==> config.mk <==
export PLATFORM = sky130hd
export DESIGN_NAME = mem_responder
export DESIGN_NICKNAME = d
export VERILOG_FILES = /design/src/rtl/mem_responder.sv
export SDC_FILE = /design/constraint.sdc
export NUM_CORES = 1
export LEC_CHECK = 0
export BUFFER_PORTS_ARGS = -buffer_cell sky130_fd_sc_hd__buf_2
export CORE_ASPECT_RATIO = 2
export CORE_MARGIN = 8
export CORE_UTILIZATION = 63
export DETAILED_ROUTE_END_ITERATION = 12
export GPL_TIMING_DRIVEN = 0
export PLACE_DENSITY_LB_ADDON = 0.25
export RECOVER_POWER = 50
export SLEW_MARGIN = 5
export SYNTH_ARGS = -nofsm -noshare
export SYNTH_HDL_FRONTEND = slang
export SYNTH_SLANG_ARGS = --single-unit
==> constraint.sdc <==
create_clock -name clk -period 4 [get_ports clk]
set_clock_uncertainty 0.2 [all_clocks]
set_input_delay 0.2 -clock clk [delete_from_list [all_inputs] [get_ports clk]]
set_output_delay 0.2 -clock clk [all_outputs]
set_load 0.02 [all_outputs]
==> src/rtl/mem_responder.sv <==
// Serial-symbol memory slave: decodes read16/write16/write8 messages on tx_pins,
// answers reads on rx_pins after a configurable gap, and accepts host preloads while idle.
module mem_responder #(
  parameter int unsigned ADDR_BITS  = 6,
  parameter int unsigned RESP_DELAY = 1
) (
  input  logic                 clk,
  input  logic                 rst_n,
  input  logic [1:0]           tx_pins,
  output logic [1:0]           rx_pins,
  input  logic                 load_en,
  input  logic [ADDR_BITS-2:0] load_addr,
  input  logic [15:0]          load_data,
  output logic                 busy,
  output logic                 overrun
);

  localparam int unsigned WORDS = 1 << (ADDR_BITS - 1);

  typedef enum logic [2:0] {S_IDLE, S_ADDR, S_DATA, S_WAIT, S_RESP} state_e;
  typedef enum logic [1:0] {M_RD = 2'b01, M_WR16 = 2'b10, M_WR8 = 2'b11} msg_e;

  state_e               state_q;
  msg_e                 msg_q;
  logic [3:0]           cnt_q;
  logic [ADDR_BITS-1:0] addr_q, addr_d;
  logic [13:0]          data_q;
  logic [15:0]          resp_q;
  logic [1:0]           rx_q;
  logic                 busy_q;
  logic                 ovr_q;
  logic [15:0]          mem_q [WORDS];

  logic                 we;
  logic [1:0]           wbe;
  logic [ADDR_BITS-2:0] widx;
  logic [15:0]          wdata;

  // Symbol k lands on address bits [2k+1:2k]; symbols beyond ADDR_BITS are dropped.
  always_comb begin
    addr_d = addr_q;
    for (int unsigned b = 0; b < ADDR_BITS; b++) begin
      if ((b >> 1) == 32'(cnt_q)) addr_d[b] = tx_pins[b[0]];
    end
  end

  always_comb begin
    we    = 1'b0;
    wbe   = 2'b11;
    widx  = load_addr;
    wdata = load_data;
    if (state_q == S_IDLE && load_en) begin
      we = 1'b1;
    end else if (state_q == S_DATA) begin
      if (msg_q == M_WR16 && cnt_q == 4'd7) begin
        we    = 1'b1;
        widx  = addr_q[ADDR_BITS-1:1];
        wdata = {tx_pins, data_q};
      end else if (msg_q == M_WR8 && cnt_q == 4'd3) begin
        we    = 1'b1;
        widx  = addr_q[ADDR_BITS-1:1];
        wdata = {2{tx_pins, data_q[13:8]}};
        wbe   = addr_q[0] ? 2'b10 : 2'b01;
      end
    end
  end

  // Storage has no reset so contents survive rst_n.
  always_ff @(posedge clk) begin
    if (we) begin
      if (wbe[0]) mem_q[widx][7:0]  <= wdata[7:0];
      if (wbe[1]) mem_q[widx][15:8] <= wdata[15:8];
    end
  end

  always_ff @(posedge clk or negedge rst_n) begin
    if (!rst_n) begin
      state_q <= S_IDLE;
      msg_q   <= M_RD;
      cnt_q   <= '0;
      addr_q  <= '0;
      data_q  <= '0;
      resp_q  <= '0;
      rx_q    <= '0;
      busy_q  <= 1'b0;
      ovr_q   <= 1'b0;
    end else begin
      case (state_q)
        S_IDLE: begin
          if (tx_pins != 2'b00) begin
            msg_q   <= msg_e'(tx_pins);
            cnt_q   <= '0;
            busy_q  <= 1'b1;
            state_q <= S_ADDR;
          end
        end
        S_ADDR: begin
          addr_q <= addr_d;
          cnt_q  <= cnt_q + 4'd1;
          if (cnt_q == 4'd7) begin
            cnt_q <= '0;
            if (msg_q == M_RD) begin
              // Snapshot the word now so later writes cannot change the reply.
              resp_q <= mem_q[addr_d[ADDR_BITS-1:1]];
              if (RESP_DELAY == 0) begin
                rx_q    <= 2'b01;
                state_q <= S_RESP;
              end else begin
                state_q <= S_WAIT;
              end
            end else begin
              state_q <= S_DATA;
            end
          end
        end
        S_DATA: begin
          data_q <= {tx_pins, data_q[13:2]};
          cnt_q  <= cnt_q + 4'd1;
          if ((msg_q == M_WR16 && cnt_q == 4'd7) || (msg_q == M_WR8 && cnt_q == 4'd3)) begin
            busy_q  <= 1'b0;
            state_q <= S_IDLE;
          end
        end
        S_WAIT: begin
          if (tx_pins != 2'b00) ovr_q <= 1'b1;
          cnt_q <= cnt_q + 4'd1;
          if (cnt_q == 4'(RESP_DELAY - 1)) begin
            cnt_q   <= '0;
            rx_q    <= 2'b01;
            state_q <= S_RESP;
          end
        end
        S_RESP: begin
          if (tx_pins != 2'b00) ovr_q <= 1'b1;
          if (cnt_q == 4'd8) begin
            rx_q    <= 2'b00;
            busy_q  <= 1'b0;
            state_q <= S_IDLE;
          end else begin
            rx_q   <= resp_q[1:0];
            resp_q <= {2'b00, resp_q[15:2]};
            cnt_q  <= cnt_q + 4'd1;
          end
        end
        default: begin
          busy_q  <= 1'b0;
          state_q <= S_IDLE;
        end
      endcase
    end
  end

  assign rx_pins = rx_q;
  assign busy    = busy_q;
  assign overrun = ovr_q;

endmodule

==> results.cfg <==
[floorplanning]
rows = 100
die_w_um = 152
start_util = 0.634
io_pins = 30
core_area_um2 = 37000
die_height_um = 289
die-area_um2 = 44100

[cells_and_area]
fin_area_um2 = 26500
area_growth_pct = 12.7
finalNetCount = 1750
finalNonFillerCells = 2218
drive_gt1_frac = 0.194

[clock_network]
numCtsBuffers = 46
clk-insertion-delay-late_ps = 600
cts.reportedPaths.clkPinSlew_ps = 70
htreeDepth = 2
cts_buffer_depth = 3
cts_tree = built
numClockSinks = 561
cts_root_buf = clkbuf_16

[placement]
placed_cell_area_um2 = 24300
dp_hpwl_um = 49700
post-place-cells = 2122
port_buffers = 29
place_congestion = 0.986
place_ws_ps = -520

[detailed_routing]
drt.antenna.violating_nets = 0
route.detailed.drc = 0
wl_per_cell_um = 32.9
via_count = 15400
drt_iter0_markers = 1744
via_per_inst = 6.92
dr.pass1.iters = 6
routed_wl_um = 72900

[power]
ir_worst_vdd_mv = 0.366
leakage_nw = 8.77
p_switching_w = 0.00260
p_int_w = 0.00911
pwr-share-comb = 0.055
cellPowerDensity_nw_per_um2 = 443
swShare = 0.222
p_clk_frac = 0.397
pwr-share-seq = 0.547

[yosys]
synth.distinct_cells = 63
ys_seq_area_frac = 0.708
ys_top_cells_by_area = edfxtp_1 66%, mux4_2 5.5%, dfrtp_1 5.1%
synth-edff-count = 512
synth_common_cells = 512 x edfxtp_1, 312 x nand2_1, 109 x nand3_1, 106 x nor2_1, 59 x mux2i_1
syn_nets = 1660
ys.flop_type = edfxtp_1
synth-seq-cells = 561
yosys.area.top_type = edfxtp_1
post_synth.cell_area_avg_um2 = 14.4
yosysTopAreaCellShare = 0.655
async_reset_ff_frac = 0.0873
syn_inst = 1630
synth.most_common_cell = edfxtp_1
ys_warn_count = 0
synthesis.area_um2 = 23500

[critical_path]
worstSetupStartpoint = cnt_q[2]
worstReg2RegEnd = mem_q[3][5]
cp.depth = 8
critPathTopFamily = simple AND/OR/NAND/NOR gates
path_class = reg -> reg
crit_required_ps = 4030
start_kind = flip-flop
worstPathCellList = clkbuf_1 > xnor2_1 > nor3b_4 > clkbuf_1 > nand3_1 > o21ai_0 > nand2_1 > nor2_2
slowest_delay_ps = 670
critPathSlowestCell = nor2_2
rr_worst_depth = 8
crit_buf_inv = 2
end_kind = flip-flop
worstSetupEndpoint = mem_q[3][5]
critPathMaxFanout = 10
rrSetupSlack_ps = -230
r2r-start = cnt_q[2]
cp_data_arrival_time_ps = 4260
cp_common_cell = clkbuf_1

[global_route]
grt_pass1_wl_um = 105000
grt_max_degree = 50
grt_use_total = 0.336
first_global_vias = 15800
antenna_found_initial = 1
grt_overflow = 0

[timing]
min_period_ps = 4230
min_period_over_period = 1.06
finalHoldViolCount = 0
tns_ps = -20100
fmax_mhz = 237
max-slew-margin-rel = -1.04
timing.hold.ws_ps = 10.2
tightest_slew_ps = 3070
rsz0062_at_grt = true
finalMaxSlewViolations = 50
final-setup-viol-count = 213
setup_ws_ps = -228

[job]
cap_violations = 1

[run_status]
violations = max-capacitance violations, max-slew violations, negative setup slack
status = finished, violations left

[min_path]
hold_class = in -> reg
==> stage by stage <==
step	total power, W	util
after floorplan	0.00686	-
after global placement	0.00711	0.653
after CTS	0.0117	0.711
after global routing	0.0119	0.714
final	0.0117	0.714
after detailed placement	0.00713	0.657
==> cell families after synthesis <==
family          after synthesis  synth area share
mux                         146            0.0944
compound gates              196            0.0592
buf+inv                     115            0.0231
simple gates                606             0.113
xor+xnor                      2          0.000747
fa+ha+maj                     4           0.00213
flops                       561             0.708
==> what timing repair did <==
| action | in CTS | in global routing |
|---|---|---|
| gates resized for setup | 117 | 33 |
| gates cloned | 1 | 0 |
| pin swaps | 0 | 0 |
| hold endpoints to repair | 57 | 0 |
| setup endpoints to repair | 763 | 429 |
| hold buffers | 2 | 0 |
| buffers inserted | 2 | 4 |
==> how the worst min path moves through the flow <==
stage | cells after the start | slack, ps | start | endpoint
floorplan | 0 | -300 | rst_n | addr_q[0]
global placement | 2 | 260 | busy | busy
detailed placement | 2 | 270 | busy | busy
CTS | 3 | 0.4 | load_data[5] | mem_q[5][5]
global route | 3 | 30 | load_data[0] | mem_q[23][0]
finish | 3 | 10 | load_data[5] | mem_q[7][5]
==> power by group through the flow <==
stage | sequential [W] | combinational (W) | clock (W)
floorplan | 0.00653 | 0.000329 | 0
detailed placement | 0.00654 | 0.000597 | 0
global route | 0.00641 | 0.000670 | 0.00486
CTS | 0.00641 | 0.000620 | 0.00464
finish | 0.00641 | 0.000650 | 0.00465
global placement | 0.00654 | 0.000569 | 0
==> registers in the layout, summed over array words and instances (netlist names) <==
name     flops
overrun      1
resp_q      16
msg_q        2
addr_q       6
busy         1
data_q      14
rx_pins      2
state_q      3
cnt_q        4
mem_q      512
==> area by class of cell <==
class	count	area, µm²
fillers	2371	10600
plain buffers	100	510
repair buffers	41	282
well taps	459	574
inverters	15	56.3
clock inverters	28	299
clock buffers	58	1230
diodes	1	2.50
flip-flops and latches	561	16600
multi-input cells	955	6900
==> worst min-delay path: stages <==
cell,delay (ps)
buf_2,100
nor2_1,180
a21oi_4,120
==> cells in the final DEF, fill, tap and decap left out, types with 25 or more instances in the layout <==
cell,count
nand2_1,303
nor2_1,39
nor2_4,52
nand3_1,109
o21ai_0,25
clkbuf_1,62
mux2i_1,58
edfxtp_1,512
buf_2,53
mux2_2,28
a21oi_1,26
clkbuf_16,46
mux4_2,57
dfrtp_1,48
==> metal layers <==
metal  global-route usage  vias to the layer above  part of all wire
li1                     -                     6409                 -
met1                0.346                     7518              0.30
met2                0.581                     1090              0.50
met3               0.0727                      341              0.10
met4                0.284                        0             0.096
met5                    0                        -                 0
(Power assumes the default switching activity.)
